<file path="src/rtl/evm_pkg.sv">
// Shared types and constants for the ballot-control state machine.
package evm_pkg;

    localparam int unsigned CNT_W = 8;
    localparam logic [CNT_W-1:0] CNT_MAX = '1;
    localparam logic [CNT_W-1:0] CNT_ONE = CNT_W'(1);

    localparam logic [3:0] LED_IDLE     = 4'b0000;
    localparam logic [3:0] LED_READY    = 4'b0001;
    localparam logic [3:0] LED_SELECTED = 4'b0010;
    localparam logic [3:0] LED_CONFIRM  = 4'b0100;
    localparam logic [3:0] LED_DONE     = 4'b1000;
    localparam logic [3:0] LED_CLOSED   = 4'b1111;

    localparam logic [1:0] VOTE_NONE = 2'b00;
    localparam logic [1:0] VOTE_C1   = 2'b01;
    localparam logic [1:0] VOTE_C2   = 2'b10;
    localparam logic [1:0] VOTE_C3   = 2'b11;

    // State encodings double as the front-panel LED codes.
    typedef enum logic [3:0] {
        S_IDLE     = LED_IDLE,
        S_READY    = LED_READY,
        S_SELECTED = LED_SELECTED,
        S_CONFIRM  = LED_CONFIRM,
        S_DONE     = LED_DONE,
        S_CLOSED   = LED_CLOSED
    } state_t;

    function automatic logic [CNT_W-1:0] sat_inc(input logic [CNT_W-1:0] c);
        return (c == CNT_MAX) ? c : c + CNT_ONE;
    endfunction

endpackage

</file>
<file path="src/rtl/evm_edge_detect.sv">
// Single-bit rising-edge detector; the pulse is valid in the cycle the input first reads high.
module evm_edge_detect (
    input  logic clk_i,
    input  logic rst_ni,
    input  logic d_i,
    output logic rise_o
);

    logic d_q;

    always_ff @(posedge clk_i or negedge rst_ni) begin
        if (!rst_ni) d_q <= 1'b0;
        else         d_q <= d_i;
    end

    assign rise_o = d_i & ~d_q;

endmodule

</file>
<file path="src/rtl/evm_fsm.sv">
// Ballot-control FSM with three candidate tallies and a cancelled-ballot tally.
// Define EVM_DOUBLE_CONFIRM_EN to require two confirm edges per ballot.
module evm_fsm
    import evm_pkg::*;
(
    input  logic             clk,
    input  logic             reset,
    input  logic             start,
    input  logic             close,
    input  logic [1:0]       vote,
    input  logic             confirm,
    input  logic             cancel,
    output logic             ready,
    output logic             locked,
    output logic [3:0]       led_state,
    output logic [CNT_W-1:0] count1,
    output logic [CNT_W-1:0] count2,
    output logic [CNT_W-1:0] count3,
    output logic [CNT_W-1:0] count4
);

    state_t           state_q, state_d;
    logic [1:0]       sel_q, sel_d;
    logic [CNT_W-1:0] cnt1_q, cnt1_d;
    logic [CNT_W-1:0] cnt2_q, cnt2_d;
    logic [CNT_W-1:0] cnt3_q, cnt3_d;
    logic [CNT_W-1:0] cnt4_q, cnt4_d;
    logic             conf_e, canc_e;

    evm_edge_detect u_conf_edge (
        .clk_i  (clk),
        .rst_ni (reset),
        .d_i    (confirm),
        .rise_o (conf_e)
    );

    evm_edge_detect u_canc_edge (
        .clk_i  (clk),
        .rst_ni (reset),
        .d_i    (cancel),
        .rise_o (canc_e)
    );

    always_ff @(posedge clk or negedge reset) begin
        if (!reset) begin
            state_q <= S_IDLE;
            sel_q   <= VOTE_NONE;
            cnt1_q  <= '0;
            cnt2_q  <= '0;
            cnt3_q  <= '0;
            cnt4_q  <= '0;
        end else begin
            state_q <= state_d;
            sel_q   <= sel_d;
            cnt1_q  <= cnt1_d;
            cnt2_q  <= cnt2_d;
            cnt3_q  <= cnt3_d;
            cnt4_q  <= cnt4_d;
        end
    end

    always_comb begin
        state_d = state_q;
        sel_d   = sel_q;
        cnt1_d  = cnt1_q;
        cnt2_d  = cnt2_q;
        cnt3_d  = cnt3_q;
        cnt4_d  = cnt4_q;

        unique case (state_q)
            S_IDLE: begin
                if (start) state_d = S_READY;
            end

            S_READY: begin
                if (close) begin
                    state_d = S_CLOSED;
                end else if (vote != VOTE_NONE) begin
                    sel_d   = vote;
                    state_d = S_SELECTED;
                end
            end

            S_SELECTED: begin
                if (close) begin
                    state_d = S_CLOSED;
                end else if (canc_e) begin
                    cnt4_d  = sat_inc(cnt4_q);
                    state_d = S_DONE;
                end else if (conf_e) begin
`ifdef EVM_DOUBLE_CONFIRM_EN
                    state_d = S_CONFIRM;
`else
                    unique case (sel_q)
                        VOTE_C1: cnt1_d = sat_inc(cnt1_q);
                        VOTE_C2: cnt2_d = sat_inc(cnt2_q);
                        VOTE_C3: cnt3_d = sat_inc(cnt3_q);
                        default: ;
                    endcase
                    state_d = S_DONE;
`endif
                end else if (vote == VOTE_NONE) begin
                    state_d = S_READY;
                end else begin
                    sel_d = vote;
                end
            end

`ifdef EVM_DOUBLE_CONFIRM_EN
            S_CONFIRM: begin
                if (close) begin
                    state_d = S_CLOSED;
                end else if (canc_e) begin
                    cnt4_d  = sat_inc(cnt4_q);
                    state_d = S_DONE;
                end else if (conf_e) begin
                    unique case (sel_q)
                        VOTE_C1: cnt1_d = sat_inc(cnt1_q);
                        VOTE_C2: cnt2_d = sat_inc(cnt2_q);
                        VOTE_C3: cnt3_d = sat_inc(cnt3_q);
                        default: ;
                    endcase
                    state_d = S_DONE;
                end
            end
`endif

            // Waiting for the selector to return to none stops a held vote recasting.
            S_DONE: begin
                if (close) begin
                    state_d = S_CLOSED;
                end else if (vote == VOTE_NONE) begin
                    state_d = S_READY;
                end
            end

            S_CLOSED: begin
                state_d = S_CLOSED;
            end

            default: begin
                state_d = S_IDLE;
            end
        endcase
    end

    assign ready     = (state_q == S_READY);
    assign locked    = (state_q == S_IDLE) || (state_q == S_CLOSED);
    assign led_state = state_q;
    assign count1    = cnt1_q;
    assign count2    = cnt2_q;
    assign count3    = cnt3_q;
    assign count4    = cnt4_q;

endmodule

</file>
<file path="config.mk">
export PLATFORM = sky130hd
export DESIGN_NAME = evm_fsm
export DESIGN_NICKNAME = d
export VERILOG_FILES = /design/src/rtl/evm_pkg.sv /design/src/rtl/evm_edge_detect.sv /design/src/rtl/evm_fsm.sv
export SDC_FILE = /design/constraint.sdc
export NUM_CORES = 1
export LEC_CHECK = 0
export CORE_MARGIN = 2
export CORE_UTILIZATION = 50
export DETAILED_ROUTE_END_ITERATION = 12
export PLACE_DENSITY_LB_ADDON = 0.2
export SYNTH_ARGS = -nofsm -noshare
export SYNTH_HDL_FRONTEND = slang
export SYNTH_HIERARCHICAL = 1
export SYNTH_SLANG_ARGS = --single-unit
</file>
<file path="constraint.sdc">
create_clock -name clk -period 2.3 [get_ports clk]
set_input_delay 0.69 -clock clk [delete_from_list [all_inputs] [get_ports clk]]
set_output_delay 0.69 -clock clk [all_outputs]
set_load 0.01 [all_outputs]
</file>
==> reports/qor.csv <==
stage,metric,value,unit
global_routing,largest net degree at the start of global routing,23,
synthesis,Synth Flop Type,dfrtp_1,
place,Routability Congestion,0.7919,
finish,Area Growth Syn to Fin,34.75,%
finish,cell area after layout,2887,sq um
finish,FILL cells,308,
place,detailed placer's ending HPWL,3285,um
setup_path,origin of the critical flop-to-flop path,led_state[0]$_DFFE_PN0P_,
cts,CTS tree,yes,
power,P_sw,732.6,uW
finish,"non-filler cells, final",317,
synthesis,Post-Syn Nets,218,
setup_path,crit path DAT,2.41,ns
synthesis,"top cells by area, synth","dfrtp_1 (47%), xor2_1 (7.4%), nor3_1 (4.0%), nand3_1 (3.7%), nor2_1 (3.3%)",
power,clock power share,28.5,%
setup_path,crit path from,cancel,
synthesis,Post-Syn Area,2142,sq um
route,DRT met1 WL,2123,um
cts,TritonCTS buffer count,5,
setup_path,Worst Setup EP,count3[1]$_DFFE_PN0P_,
setup_path,crit path kind,in2reg,
setup_path,RR Endpoint,count3[1]$_DFFE_PN0P_,
power,total power,2.374,mW
finish,multi-input logic area,1122,sq um
finish,register area,1001,sq um
min_path,worst hold path class,in2async,
finish,"commonest non-fill, non-tap cell in the layout",clkdlybuf4s50_1,
cts,# hold bufs at CTS,0,
global_routing,initial antenna violation count,0,
setup_path,crit path max fanout,5,
route,antenna-violating nets left,0,
synthesis,library cells used by synthesis,43,
route,drc violations,0,
outcome,status,"complete, no violations",
setup_path,Worst R2R Setup Slack,0.44,ns
route,top routing layer used,met4,
synthesis,Syn. warnings,6,
timing,fin crit period,2.228,ns
timing,final setup margin,0.07171,ns
setup_path,CP Launch Type,input port,
setup_path,Setup crit end kind,flop,
synthesis,"area leader, netlist",dfrtp_1,
timing,final hold slack,0.3380,ns
floorplan,starting density of the core,52.79,%
floorplan,Core Area,4058,sq um
cts,Worst-path clk slew,0.08,ns
global_routing,global-route wire length before repair,8093,um
place,I/O Buffers,45,
route,Pre-antenna DRT Iters,4,
power,Leak,1.342,nW
timing,final setup vio count,0,
setup_path,worst reg2reg path depth,5,
route,WL final,4638,um
cts,Post-CTS Setup Bufs,0,
synthesis,Synth Instances,206,
timing,final-report max-slew violation count,0,
power,sequential share of power,37.9,%
timing,count of final hold-check violations,0,
synthesis,syn avg cell area,10.40,sq um
synthesis,Post-synth EDFFs,0,
synthesis,Synth top area share,46.73,%
cts,clk root buf,clkbuf_8,
cts,Skew-Pair Late Insertion Delay,0.30,ns
route,via-per-instance ratio,5.457,
global_routing,grt ovf,0,
power,Peak VDD IR,0.0007606,V
power,Pwr Density,822.3,nW/um^2
route,first-iteration detailed-routing DRC count,114,
cts,Max Buffers Root-to-Sink,2,
floorplan,# IOs,46,
place,area post-placement,2741,sq um
cts,H-tree Lvls,2,
power,Comb pwr share,33.5,%
floorplan,Die X,69.46,um
route,routed wl met2,2231,um
finish,Diodes inserted,0,
run,Max-Cap Viols,0,
place,placed cells,310,
route,Avg WL per Cell,14.63,um
finish,most frequent cells in the layout,"clkdlybuf4s50_1 (42), dfrtp_1 (40), nor2_1 (19), xor2_1 (18), nand3_1 (16)",
floorplan,die height,69.46,um
timing,final period utilization,96.88,%
global_routing,Total Routing Usage GR,20.83,%
floorplan,row count,23,
synthesis,register bit total from synthesis,40,
timing,Fin Clk Skew,0.01024,ns
power,Power Internal,1.641,mW
timing,Slew HR,68.79,%
timing,worst slew pin tran,0.4681,ns
synthesis,"Seq/Total Area, Yosys",46.73,%
power,Switching Share,30.86,%
route,wire length on met3,221,um
floorplan,Die Footprint,4824,sq um
setup_path,Required @ worst endpoint,2.48,ns
place,Place WS,-0.2716,ns
synthesis,"FFs w/ async S/R, synth",100.0,%
route,DR vias,1730,
cts,Sink Count,40,
finish,Layout Nets,279,
timing,Max Freq,0.4488,GHz
global_routing,vias in the first global route,1726,
finish,share of layout cells above drive strength 1,16.10,%
[Yosys cell counts, types with 2 or more instances]
master / number
nand2b_1: 5
dfrtp_1: 40
o31ai_1: 2
nor2b_4: 2
or2_2: 2
nor4_1: 4
inv_1: 3
nand4_1: 7
mux2_2: 5
clkbuf_1: 4
mux2_1: 6
nor3_1: 17
a22o_1: 3
and3_1: 2
nand3_1: 16
xnor2_1: 2
a21oi_1: 4
xor2_1: 18
a31oi_1: 3
o21ai_0: 4
ha_1: 4
nor2_1: 19
nand2_1: 14
[registers in the layout (all words and copies together), names as in the netlist]
signal,count
count1,8
count2,8
count3,8
count4,8
led_state,4
sel_q,2
u_canc_edge/d_q,1
u_conf_edge/d_q,1
[worst max-delay path, stage by stage]
cell and delay (ns):
clkdlybuf4s50_1 0.43, nor2b_4 0.14, and4bb_4 0.40, nand3_1 0.11, nor2_1 0.27, mux2_1 0.36
[per-layer routing]
metal	GRT usage [%]	vias to the layer above
met2	33.97	39
li1	-	860
met5	0	-
met1	26.75	826
met3	5.814	5
met4	6.972	0
[logic make-up after synthesis]
logic type	Yosys count	synth area share (%)
multiplexers	12	6.483
adder cells (fa/ha/maj)	4	2.337
flip-flops	40	46.73
XOR/XNOR	20	8.178
AO/OA/AOI/OAI	22	7.068
AND/OR/NAND/NOR	100	27.45
buffers and inverters	8	1.752
[what timing repair did]
item | 4_1_cts | 5_1_grt
pin swaps | 0 | 2
gates resized for setup | 3 | 2
setup endpoints to repair | 3 | 4
[per-stage QoR]
step / util [%] / setup TNS [ns]
global route: 71.14 / -0.02119
floorplan: - / 0
CTS: 70.80 / 0
global placement: 67.56 / -2.509
detailed placement: 67.56 / -3.560
finish: 71.14 / 0
[worst min-delay path by stage]
stage,startpoint,to,slack (ns)
global placement,count4[5]$_DFFE_PN0P_,count4[5]$_DFFE_PN0P_,0.48
global route,reset,sel_q[0]$_DFFE_PN0P_,0.35
finish,reset,count4[6]$_DFFE_PN0P_,0.34
CTS,reset,sel_q[0]$_DFFE_PN0P_,0.34
detailed placement,count4[5]$_DFFE_PN0P_,count4[5]$_DFFE_PN0P_,0.49
floorplan,reset,count1[0]$_DFFE_PN0P_,0.39
[cell type report]
class,count,share of cell area [%]
multi-input combinational,158,38.88
sequential,40,34.68
timing repair buffer,59,19.42
clock buffer,5,2.384
tap,50,2.167
clock inverter,2,2.081
inverter,3,0.3901
[power by group through the flow]
stage	Combinational (mW)	Clock (mW)	Sequential [mW]
after floorplan	0.430	0	0.943
after global placement	0.798	0	0.903
after detailed placement	0.803	0	0.908
after CTS	0.796	0.689	0.897
after global routing	0.874	0.716	0.917
final	0.796	0.677	0.900
Note: power is estimated with default switching activity, not from simulation.
